### src/rtl/uart_pkg.sv
// Shared types and constants for the UART transmitter slice.
package uart_pkg;

  typedef enum logic [2:0] {
    IDLE,
    START,
    DATA,
    PARITY,
    STOP
  } tx_state_t;

  localparam logic UART_IDLE_LVL = 1'b1;

endpackage

### src/rtl/uart_baud_gen.sv
// Baud divider: counts 0..CLKS_PER_BIT-1 and flags the last cycle of each bit period.
module uart_baud_gen #(
  parameter int unsigned CLKS_PER_BIT = 16
) (
  input  logic t_clk,
  input  logic reset,
  input  logic clr,
  output logic bit_end
);

  localparam int unsigned CNT_W = (CLKS_PER_BIT > 1) ? $clog2(CLKS_PER_BIT) : 1;
  localparam logic [CNT_W-1:0] CNT_MAX = CNT_W'(CLKS_PER_BIT - 1);

  logic [CNT_W-1:0] cnt_q;
  logic [CNT_W-1:0] cnt_d;
  logic             bit_end_d;

  // bit_end is registered, so it is computed from the next count value
  always_comb begin
    cnt_d = cnt_q + CNT_W'(1);
    if (clr || (cnt_q == CNT_MAX)) begin
      cnt_d = '0;
    end
    bit_end_d = (cnt_d == CNT_MAX);
  end

  always_ff @(posedge t_clk) begin
    if (reset) begin
      cnt_q   <= '0;
      bit_end <= 1'b0;
    end else begin
      cnt_q   <= cnt_d;
      bit_end <= bit_end_d;
    end
  end

endmodule

### src/rtl/uart_tx_frame.sv
// UART transmitter: start, LSB-first data, optional parity, STOP_BITS stop bits.
// Parity stage is built only when UART_TX_PARITY_EN is defined.
module uart_tx_frame
  import uart_pkg::*;
#(
  parameter int unsigned DATA_W       = 8,
  parameter int unsigned CLKS_PER_BIT = 16,
  parameter int unsigned STOP_BITS    = 1,
  parameter bit          PARITY_ODD   = 1'b0
) (
  input  logic              t_clk,
  input  logic              reset,
  input  logic [DATA_W-1:0] tx_data,
  input  logic              tx_valid,
  output logic              tx_ready,
  output logic              d_out,
  output logic              tx_status
);

  localparam int unsigned IDX_W = $clog2(DATA_W + 1);
  localparam logic [IDX_W-1:0] LAST_BIT  = IDX_W'(DATA_W - 1);
  localparam logic [IDX_W-1:0] LAST_STOP = IDX_W'(STOP_BITS - 1);

  tx_state_t         state_q;
  logic [DATA_W-1:0] shift_q;
  logic [IDX_W-1:0]  bit_idx_q;
  logic              bit_end;
  logic              baud_clr;

`ifdef UART_TX_PARITY_EN
  logic parity_q;
`else
  logic unused_parity_odd;
  assign unused_parity_odd = PARITY_ODD;
`endif

  // Holding the divider cleared in IDLE aligns every bit period to the handshake edge
  assign baud_clr = (state_q == IDLE);

  uart_baud_gen #(
    .CLKS_PER_BIT(CLKS_PER_BIT)
  ) u_baud (
    .t_clk  (t_clk),
    .reset  (reset),
    .clr    (baud_clr),
    .bit_end(bit_end)
  );

  always_ff @(posedge t_clk) begin
    if (reset) begin
      state_q   <= IDLE;
      d_out     <= UART_IDLE_LVL;
      tx_ready  <= 1'b0;
      tx_status <= 1'b0;
      shift_q   <= '0;
      bit_idx_q <= '0;
`ifdef UART_TX_PARITY_EN
      parity_q  <= 1'b0;
`endif
    end else begin
      tx_status <= 1'b0;
      case (state_q)
        IDLE: begin
          if (tx_valid && tx_ready) begin
            state_q   <= START;
            d_out     <= ~UART_IDLE_LVL;
            tx_ready  <= 1'b0;
            shift_q   <= tx_data;
            bit_idx_q <= '0;
`ifdef UART_TX_PARITY_EN
            parity_q  <= (^tx_data) ^ PARITY_ODD;
`endif
          end else begin
            d_out    <= UART_IDLE_LVL;
            tx_ready <= 1'b1;
          end
        end
        START: begin
          if (bit_end) begin
            state_q <= DATA;
            d_out   <= shift_q[0];
            shift_q <= shift_q >> 1;
          end
        end
        DATA: begin
          if (bit_end) begin
            if (bit_idx_q == LAST_BIT) begin
              bit_idx_q <= '0;
`ifdef UART_TX_PARITY_EN
              state_q   <= PARITY;
              d_out     <= parity_q;
`else
              state_q   <= STOP;
              d_out     <= UART_IDLE_LVL;
`endif
            end else begin
              bit_idx_q <= bit_idx_q + IDX_W'(1);
              d_out     <= shift_q[0];
              shift_q   <= shift_q >> 1;
            end
          end
        end
`ifdef UART_TX_PARITY_EN
        PARITY: begin
          if (bit_end) begin
            state_q <= STOP;
            d_out   <= UART_IDLE_LVL;
          end
        end
`endif
        // bit_idx_q doubles as the stop-bit counter
        STOP: begin
          if (bit_end) begin
            if (bit_idx_q == LAST_STOP) begin
              state_q   <= IDLE;
              bit_idx_q <= '0;
              tx_status <= 1'b1;
              tx_ready  <= 1'b1;
            end else begin
              bit_idx_q <= bit_idx_q + IDX_W'(1);
            end
          end
        end
        default: begin
          state_q  <= IDLE;
          d_out    <= UART_IDLE_LVL;
          tx_ready <= 1'b0;
        end
      endcase
    end
  end

endmodule

### config.mk
export PLATFORM = sky130hd
export DESIGN_NAME = uart_tx_frame
export DESIGN_NICKNAME = d
export VERILOG_FILES = /design/src/rtl/uart_pkg.sv /design/src/rtl/uart_baud_gen.sv /design/src/rtl/uart_tx_frame.sv
export SDC_FILE = /design/constraint.sdc
export NUM_CORES = 1
export LEC_CHECK = 0
export ABC_AREA = 1
export BUFFER_PORTS_ARGS = -buffer_cell sky130_fd_sc_hd__buf_2
export CORE_MARGIN = 2
export CORE_UTILIZATION = 35
export DETAILED_ROUTE_END_ITERATION = 8
export PLACE_DENSITY = 0.54
export RECOVER_POWER = 25
export SYNTH_ARGS = -nofsm -noshare
export SYNTH_HDL_FRONTEND = slang
export SYNTH_SLANG_ARGS = --single-unit
### constraint.sdc
create_clock -name t_clk -period 1.65 [get_ports t_clk]
set_input_delay 0.33 -clock t_clk [delete_from_list [all_inputs] [get_ports t_clk]]
set_output_delay 0.33 -clock t_clk [all_outputs]
set_load 0.01 [all_outputs]
==> results of run 1 <==
## power breakdown
part | internal [W] | total [W] | leakage (nW) | switching, W
combinational | 0.000510 | 0.00130 | 0.544 | 0.000794
clock | 0.000173 | 0.000356 | 0.0228 | 0.000184
sequential | 0.000705 | 0.000829 | 0.190 | 0.000124
total | 0.00139 | 0.00249 | 0.757 | 0.00110
## cell type report
type                    instances  area [um^2]
clock buffers                   4         45.0
fillers                       409         2120
inverters                      24         90.1
multi-input cells             158          719
flip-flops and latches         23          463
well taps                      48         60.1
repair buffers                 18          111
## worst max-delay path, stage by stage (launching register included)
cell,delay [ns]
dfxtp_2,0.37
ha_1,0.20
nand2_1,0.08
nor2_1,0.16
nand2_1,0.09
nand2_2,0.11
nor2_4,0.04
buf_12,0.14
and2_1,0.14
nor2_1,0.09
## sequential cells by signal, indices dropped and copies added (netlist names)
register and flops:
u_baud.cnt_q 4, shift_q 8, u_baud.bit_end 1, state_q 3
tx_status 1, tx_ready 1, bit_idx_q 4, d_out 1
## stage by stage
step / cells / instance area (um^2) / setup slack (ns) / utilization
finish: 275 / 1490 / 0.160 / 0.413
floorplan: 209 / 1300 / 0.319 / -
detailed placement: 270 / 1420 / 0.113 / 0.395
global placement: 270 / 1420 / 0.175 / 0.395
global route: 275 / 1490 / 0.00113 / 0.413
CTS: 274 / 1470 / 0.107 / 0.407
## path summary, 6_finish.rpt
check,end,slack [ns]
worst min register to register,u_baud.cnt_q[0],0.47
worst min-delay path,u_baud.cnt_q[2],0.28
worst max-delay path,shift_q[7],0.16
worst max register to register,shift_q[7],0.16
## cell usage in the layout (no fill, tap or decap)
master	netlist	layout
a21oi_1	5	5
o21bai_1	1	1
nor3_1	1	1
and2_1	1	1
buf_12	0	1
inv_1	21	21
buf_2	1	10
xor2_1	1	1
nand3_1	19	19
clkbuf_8	0	3
nor2_4	1	1
o21ai_0	3	3
buf_4	1	4
nor2_1	43	42
ha_1	3	3
nand3_2	2	2
nor3b_1	1	1
and3_1	1	1
clkbuf_1	0	4
or2_2	1	1
dfxtp_1	23	21
nand2_2	4	4
dfxtp_2	0	2
nand4_1	3	3
inv_2	3	3
nor2_2	2	3
nand2_1	66	66
## metal layers
metal | track usage | share of wire | vias up
met1 | 0.214 | 0.52 | 517
li1 | - | - | 681
met5 | 0 | 0 | -
met2 | 0.226 | 0.41 | 30
met3 | 0.0260 | 0.044 | 7
met4 | 0.0771 | 0.024 | 0
## kinds of logic (layout without fill, tap and decap cells)
logic type	after synthesis	count (layout)	synth area share
flops	23	23	0.354
buf+inv	28	46	0.0961
xor+xnor	1	1	0.00673
simple gates	145	145	0.478
fa+ha+maj	3	3	0.0288
compound gates	9	9	0.0365
## what timing repair did
action | 4_1_cts | 5_1_grt
gates resized for setup | 0 | 3
buffers inserted | 0 | 1
endpoints found under the setup margin | 0 | 5
## cells in the mapped netlist
cell type / count / share of area
nand2_1: 66 / 0.19
nor2_1: 43 / 0.12
dfxtp_1: 23 / 0.35
inv_1: 21 / 0.061
nand3_1: 19 / 0.073
a21oi_1: 5 / 0.019
nand2_2: 4 / 0.019
ha_1: 3 / 0.029
inv_2: 3 / 0.0086
nand4_1: 3 / 0.014
o21ai_0: 3 / 0.012
buf_6: 2 / 0.017
nand3_2: 2 / 0.015
nor2_2: 2 / 0.0096
and2_1: 1 / 0.0048
and3_1: 1 / 0.0048
buf_2: 1 / 0.0038
buf_4: 1 / 0.0058
nor2_4: 1 / 0.0086
nor3_1: 1 / 0.0038
nor3b_1: 1 / 0.0058
o21bai_1: 1 / 0.0058
or2_2: 1 / 0.0048
xor2_1: 1 / 0.0067
==> out/qor.yml, run 1 <==
cts:
  clock_tree.buffer_depth: 2
  cts_tree: "built"
  clock_latency_ns: 0.27
  clk_pin_slew_ns: 0.09
  cts_root_buf: "clkbuf_8"
  ctsHoldBuffers: 0
  cts_buffers: 3
  htreeDepth: 1
  cts_sinks: 23
synthesis:
  netlist_area_um2: 1300
  yosysWarningCount: 0
  ys_ff_latch: 23
  synthesis.nets: 223
  yosysSeqAreaShare: 0.354
  synth_cell_types: 24
  syn_avg_cell_area_um2: 6.23
  netlist_instances: 209
critical_path:
  end_kind: "flip-flop"
  crit_path_start_kind: "flip-flop"
  reg2reg_from: "bit_idx_q[1]"
  path_max_fanout: 15
  crit_arrival_ns: 1.70
  crit_start: "bit_idx_q[1]"
  crit_required_ns: 1.86
  critical_path_class: "flip-flop to flip-flop"
  r2r.worst_path.cells: 9
die:
  die_area_um2: 4230
  rows: 22
  initial_utilization: 0.361
  io_pins: 14
  core-area_um2: 3610
  die_y_um: 65.0
  die_w_um: 65.0
power:
  powerDensity_nw_per_um2: 1670
  power_w: 0.00249
  p_leak_nw: 0.757
  vdd_drop_max_mv: 0.545
global_routing:
  grtUsageTotal: 0.153
  grt.overflow.total: 0
  grt_max_degree: 16
  grt_pass1_wl_mm: 5.06
  grt_pass1_vias: 1134
  antenna_found_initial: 0
drt:
  wl_per_cell_um: 9.89
  routed_wl_mm: 2.72
  first_iter_violations: 46
  via_count: 1235
  dr.pass1.iters: 4
  postRouteAntennaNets: 0
  drc: 0
  avgViaCountPerCell: 4.49
placement:
  place.detailed.hpwl_mm: 2.03
  port_buffers: 13
  routabilityCongestion: 0.835
min_path:
  hold_class: "input port to flip-flop"
  hold_path_depth: 2
  worst_hold_startpoint: "reset"
sta:
  fmax_mhz: 671
  rsz0062_at_grt: "no"
  slew_viol_final: 0
  fin_crit_sh: 0.903
  fin_tns_setup_ns: 0
  final.min_clock_period_ns: 1.49
  worst_hold_slack_ns: 0.282
  relSlewSlack: 0.796
  hold_viol_final: 0
  tightest_slew_ns: 0.306
  finalSetupViolCount: 0
  finClkSkew_ns: 0.00597
outcome:
  status: "finished clean"
cells_and_area:
  finalNetCount: 242
  diodes: 0
  layout-drive-gt1-share: 0.150
  area_growth_pct: 14.3
flow_run:
  cap_violations: 0
(Power assumes the default switching activity.)
==> run 2, diff against run 1 <==
--- a/config.mk
+++ b/config.mk
@@ -10,8 +10,10 @@
 export CORE_MARGIN = 2
 export CORE_UTILIZATION = 35
 export DETAILED_ROUTE_END_ITERATION = 8
+export MAX_ROUTING_LAYER = met4
 export PLACE_DENSITY = 0.54
 export RECOVER_POWER = 25
 export SYNTH_ARGS = -nofsm -noshare
 export SYNTH_HDL_FRONTEND = slang
+export SYNTH_HIERARCHICAL = 1
 export SYNTH_SLANG_ARGS = --single-unit
==> run 2 against run 1 <==
  * Count of clock-buffer cells in the layout decreased by 1
  * Combinational power decreased by 17%
  * Clock power about the same
  * Via count decreased by 5.7%
  * Clock skew decreased by 0.0034 ns
  * Sequential share of layout area increased by 0.63 points
  * First-iteration DRC count increased by 80%
  * Critical path type unchanged
  * Critical endpoint is now shift_q[5]
==> out/qor.yml, run 2 <==
sta:
  fin_crit_sh: 0.861
  tightest_slew_ns: 0.281
  finClkSkew_ns: 0.00256
  final.min_clock_period_ns: 1.42
  fin_ws_ns: 0.229
  hold_viol_final: 0
  finalSetupViolCount: 0
  relSlewSlack: 0.812
  fmax_mhz: 704
  rsz0062_at_grt: "no"
  slew_viol_final: 0
  fin_tns_setup_ns: 0
critical_path:
  r2r.worst_path.cells: 8
  crit_arrival_ns: 1.59
  crit_required_ns: 1.82
  crit_chain: "nor2_2, nand2_4, clkinv_2, nand2_4, nand2_4, nand3_4, nor2_1, nor2_1"
  path_max_fanout: 16
  end_kind: "flip-flop"
  critical_path_class: "flip-flop to flip-flop"
  critPathTopFamily: "simple AND/OR/NAND/NOR gates"
  crit_path_start_kind: "flip-flop"
  critical_path.slowest_cell: "dfxtp_1"
  max_stage_delay_ns: 0.39
  path_common_cell: "nand2_4"
  path_depth: 8
  cp_num_buf_inv: 1
synthesis:
  yosysWarningCount: 6
  synthMuxAreaShare: 0
  ys_ff_latch: 23
  synthesis.nets: 213
  async_flop_share: 0
  synth_cell_types: 26
  netlist_instances: 199
  synth_most_common_cell: "nand2_1"
  netlist_area_um2: 1310
  yosysTopAreaCell: "dfxtp_1"
  synth_fa_ha_area_frac: 0.0287
  synth_compound_area_frac: 0.0814
  synth_top_area_frac: 0.352
  synth-xor-area-share: 0.00670
  synth_top_flop_cell: "dfxtp_1"
  yosysSeqAreaShare: 0.352
  synth_top_family_by_area: "simple AND/OR/NAND/NOR gates"
  synth_edf_count: 0
  synth.area.top_cells: "dfxtp_1 (35%), nand2_1 (14%), nor2_1 (11%)"
  syn_avg_cell_area_um2: 6.56
  ys_top_cells_by_count: "nand2_1 (48), nor2_1 (40), inv_1 (29)"
  synth-simple-area-share: 0.413
power:
  powerDensity_nw_per_um2: 1510
  power_w: 0.00219
  vdd_drop_max_mv: 0.744
  p_leak_nw: 0.729
global_routing:
  antenna_found_initial: 0
  grtUsageTotal: 0.141
  grt_max_degree: 17
  grt_pass1_wl_mm: 4.59
  grt.overflow.total: 0
  grt_pass1_vias: 1075
drt:
  dr.pass1.iters: 4
  via_count: 1164
  avgViaCountPerCell: 4.44
  first_iter_violations: 83
  postRouteAntennaNets: 0
  routed_wl_mm: 2.54
  wl_per_cell_um: 9.68
  drc: 0
cts:
  clock_tree.buffer_depth: 2
  cts_sinks: 23
  htreeDepth: 1
  clk_pin_slew_ns: 0.08
  post_cts_resize_count: 0
  cts_buffers: 3
  cts_root_buf: "clkbuf_8"
  clock_latency_ns: 0.27
  ctsHoldBuffers: 0
  post-cts-setup-buffer-count: 0
  cts_tree: "built"
die:
  rows: 22
  io_pins: 14
  core-area_um2: 3630
  die_y_um: 65.1
  initial_utilization: 0.360
  die_w_um: 65.1
  die_area_um2: 4240
placement:
  routabilityCongestion: 0.806
  pre_cts_slack_ns: 0.206
  port_buffers: 13
  place.detailed.hpwl_mm: 1.99
cells_and_area:
  top_register: "shift_q"
  largest_register_ffs: 8
  area_growth_pct: 11.1
  finish.utilization: 0.399
  diodes: 0
  reg_top3: "shift_q (8), bit_idx_q (4), u_baud/cnt_q (4)"
  finalNetCount: 229
  layout_commonest_cell: "nand2_1"
  most-common-layout-cells: "nand2_1 (49), nor2_1 (39), inv_1 (29)"
  layout-drive-gt1-share: 0.150
min_path:
  hold_path_depth: 2
  hold_class: "input port to flip-flop"
flow_run:
  cap_violations: 0
outcome:
  status: "finished clean"
## run 2: cell count changes after synthesis, moves of 2 or more
cell / delta
nand3_1: -10
a21oi_1: +2
nand2_1: -18
o21ai_1: +6
inv_2: -2
nand2_4: +5
nor2_1: -3
inv_1: +8
## run 2: path summary, 6_finish.rpt
check | to | startpoint | slack (ns)
worst max register to register | shift_q[5] | state_q[2] | 0.23
worst max-delay path | shift_q[5] | state_q[2] | 0.23
worst min-delay path | u_baud/cnt_q[2] | reset | 0.33
worst min register to register | u_baud/cnt_q[0] | u_baud/cnt_q[0] | 0.48
## run 2: logic make-up (layout without fill, tap and decap cells)
group	after synthesis	count (layout)
adders and majority gates	3	3
and+or+nand+nor	117	117
xor gates and xnor gates	1	1
AOI/OAI and AO/OA	20	20
buffers and inverters	35	50
DFF	23	23
## run 2: layer usage
layer | track usage | vias up | wire length, um
li1 | - | 642 | -
met1 | 0.182 | 498 | 1250
met2 | 0.220 | 20 | 1150
met5 | - | - | 0
met3 | 0.0411 | 4 | 118
met4 | 0.0313 | 0 | 23
## run 2: per-stage QoR
| step | hold slack (ns) | instance area, um^2 | cells |
|---|---|---|---|
| floorplan | 0.399 | 1310 | 199 |
| global placement | 0.460 | 1410 | 258 |
| detailed placement | 0.470 | 1410 | 258 |
| CTS | 0.318 | 1460 | 262 |
| global route | 0.320 | 1450 | 262 |
| finish | 0.325 | 1450 | 262 |
## run 2: power breakdown
| part | total, W | internal [W] | leakage, nW | switching, W |
|---|---|---|---|---|
| clock | 0.000354 | 0.000169 | 0.0255 | 0.000185 |
| combinational | 0.00108 | 0.000363 | 0.515 | 0.000719 |
| sequential | 0.000757 | 0.000678 | 0.188 | 0.0000782 |
| total | 0.00219 | 0.00121 | 0.729 | 0.000983 |
## run 2: area by class of cell
class | count | area (um^2)
multi-input combinational | 141 | 692
timing repair buffer | 14 | 68.8
inverter | 32 | 124
sequential | 23 | 460
tap | 48 | 60.1
fill | 415 | 2180
clock inverter | 1 | 5.00
clock buffer | 3 | 41.3
## run 2: worst register-to-register path: stages (launching register included)
cell,delay [ns]
dfxtp_1,0.39
nor2_2,0.22
nand2_4,0.11
clkinv_2,0.09
nand2_4,0.06
nand2_4,0.06
nand3_4,0.15
nor2_1,0.17
nor2_1,0.06
==> run 3, diff against run 2 <==
--- a/config.mk
+++ b/config.mk
@@ -7,7 +7,6 @@
 export LEC_CHECK = 0
 export ABC_AREA = 1
 export BUFFER_PORTS_ARGS = -buffer_cell sky130_fd_sc_hd__buf_2
-export CORE_MARGIN = 2
 export CORE_UTILIZATION = 35
 export DETAILED_ROUTE_END_ITERATION = 8
 export MAX_ROUTING_LAYER = met4
==> run 3 against run 2 <==
  * Sequential share of layout area rose by 0.14 points
  * Clock skew increased by 0.0025 ns
  * Fmax decreased by 1.1%
  * Largest power group unchanged
  * Critical path type unchanged
  * Largest cell class unchanged
  * Power shrank 0.51%
  * Clock power down 1%
  * Die area decreased by 6.1%
  * Global-route usage rose by 1.0 points
  * Utilization increased by 2.0 points
  * Final cell count decreased by 0.76%
==> out/qor.yml, run 3 (synthesized netlist as in run 2, its figures left out) <==
outcome:
  status: "finished clean"
power:
  p_seq_frac: 0.346
  powerDensity_nw_per_um2: 1510
  p_int_w: 0.00121
  pwr-share-clk: 0.160
  p_leak_nw: 0.726
  swShare: 0.445
  power_w: 0.00218
  power_switching_w: 0.000970
  vdd_drop_max_mv: 0.630
  p_comb_frac: 0.494
global_routing:
  grt_max_degree: 17
  grt.overflow.total: 0
  antenna_found_initial: 0
  grt_pass1_wl_mm: 4.62
  grt_pass1_vias: 1027
  grtUsageTotal: 0.151
die:
  core-area_um2: 3440
  rows: 21
  die_w_um: 63.1
  die_y_um: 63.1
  initial_utilization: 0.379
  io_pins: 14
  die_area_um2: 3980
sta:
  finalSetupViolCount: 0
  tightest_slew_ns: 0.290
  relSlewSlack: 0.806
  fmax_mhz: 696
  rsz0062_at_grt: "no"
  fin_crit_sh: 0.871
  slew_viol_final: 0
  finClkSkew_ns: 0.00507
  hold_viol_final: 0
  final.min_clock_period_ns: 1.44
  fin_tns_setup_ns: 0
cells_and_area:
  finalNetCount: 229
  layout-drive-gt1-share: 0.140
  largest_register_ffs: 8
  most-common-layout-cells: "nand2_1 (49), nor2_1 (40), inv_1 (29)"
  diodes: 0
  reg_top3: "shift_q (8), bit_idx_q (4), u_baud/cnt_q (4)"
  area_growth_pct: 10.6
  stdcell_count: 260
  top_register: "shift_q"
  layout_commonest_cell: "nand2_1"
critical_path:
  crit_start: "state_q[1]"
  crit_path_end: "bit_idx_q[0]"
  path_max_fanout: 6
  crit_arrival_ns: 1.60
  r2r_slack_ns: 0.21
  crit_path_start_kind: "flip-flop"
  max_stage_delay_ns: 0.38
  critical_path_class: "flip-flop to flip-flop"
  r2r.worst_path.cells: 8
  end_kind: "flip-flop"
  reg2reg_to: "bit_idx_q[0]"
  crit_required_ns: 1.81
  reg2reg_from: "state_q[1]"
  crit_chain: "inv_1, nand2_1, nor2_1, nand2_2, nand2_1, nor2_2, o21ai_0, nor2_1"
  critical_path.slowest_cell: "dfxtp_1"
placement:
  place.detailed.hpwl_mm: 1.93
  routabilityCongestion: 0.822
  placedCellCount: 256
  port_buffers: 13
cts:
  clock_tree.buffer_depth: 2
  post_cts_resize_count: 0
  htreeDepth: 1
  ctsHoldBuffers: 0
  cts_tree: "built"
  post-cts-setup-buffer-count: 0
  cts_sinks: 23
  cts_root_buf: "clkbuf_8"
  clk_pin_slew_ns: 0.07
  clock_latency_ns: 0.27
  cts_buffers: 3
drt:
  dr.pass1.iters: 4
  via_count: 1157
  wl_per_cell_um: 9.69
  avgViaCountPerCell: 4.45
  first_iter_violations: 37
  drc: 0
  postRouteAntennaNets: 0
  routed_wl_mm: 2.52
flow_run:
  cap_violations: 0
min_path:
  worst_hold_startpoint: "reset"
  hold_class: "input port to flip-flop"
==> run 3: final cells by class <==
cell class	count	area, um^2
Fill cell	401	2000
Multi-Input combinational cell	141	689
Sequential cell	23	460
Inverter	32	124
Timing Repair Buffer	14	68.8
Tap cell	46	57.6
Clock buffer	4	45.0
==> run 3: metal layers <==
layer / global-route usage / vias up / share of wire
li1: - / 646 / -
met1: 0.211 / 491 / 0.56
met2: 0.210 / 15 / 0.39
met3: 0.0236 / 5 / 0.031
met4: 0.0698 / 0 / 0.020
met5: - / - / 0
==> run 3: worst min-delay path by stage <==
stage | to | depth (start not counted)
3_5_place_dp | u_baud/cnt_q[0] | 1
2_1_floorplan | bit_idx_q[1] | 1
4_1_cts | bit_idx_q[1] | 2
5_1_grt | bit_idx_q[1] | 2
6_report | bit_idx_q[1] | 2
3_3_place_gp | u_baud/cnt_q[0] | 1
==> run 3: power groups by stage <==
stage	clock [W]	sequential, W	combinational, W
after detailed placement	0	0.000769	0.00109
after global routing	0.000393	0.000773	0.00126
after global placement	0	0.000768	0.00111
final	0.000349	0.000755	0.00108
after CTS	0.000365	0.000755	0.00110
after floorplan	0	0.000764	0.000936
==> run 3: metrics by stage <==
| step | hold slack [ns] | utilization | setup WS (ns) | cell area [um^2] |
|---|---|---|---|---|
| CTS | 0.323 | 0.422 | 0.222 | 1450 |
| global route | 0.322 | 0.420 | 0.0624 | 1450 |
| global placement | 0.465 | 0.409 | 0.197 | 1410 |
| finish | 0.326 | 0.420 | 0.213 | 1450 |
| detailed placement | 0.470 | 0.409 | 0.236 | 1410 |
| floorplan | 0.399 | - | 0.329 | 1310 |
==> run 3: worst max-delay path, delay by kind of cell, from the launching register on <==
family,cells,cell delay (ns)
DFF,1,0.38
buffers and inverters,1,0.08
and+or+nand+nor,6,0.72
AOI/OAI and AO/OA,1,0.16
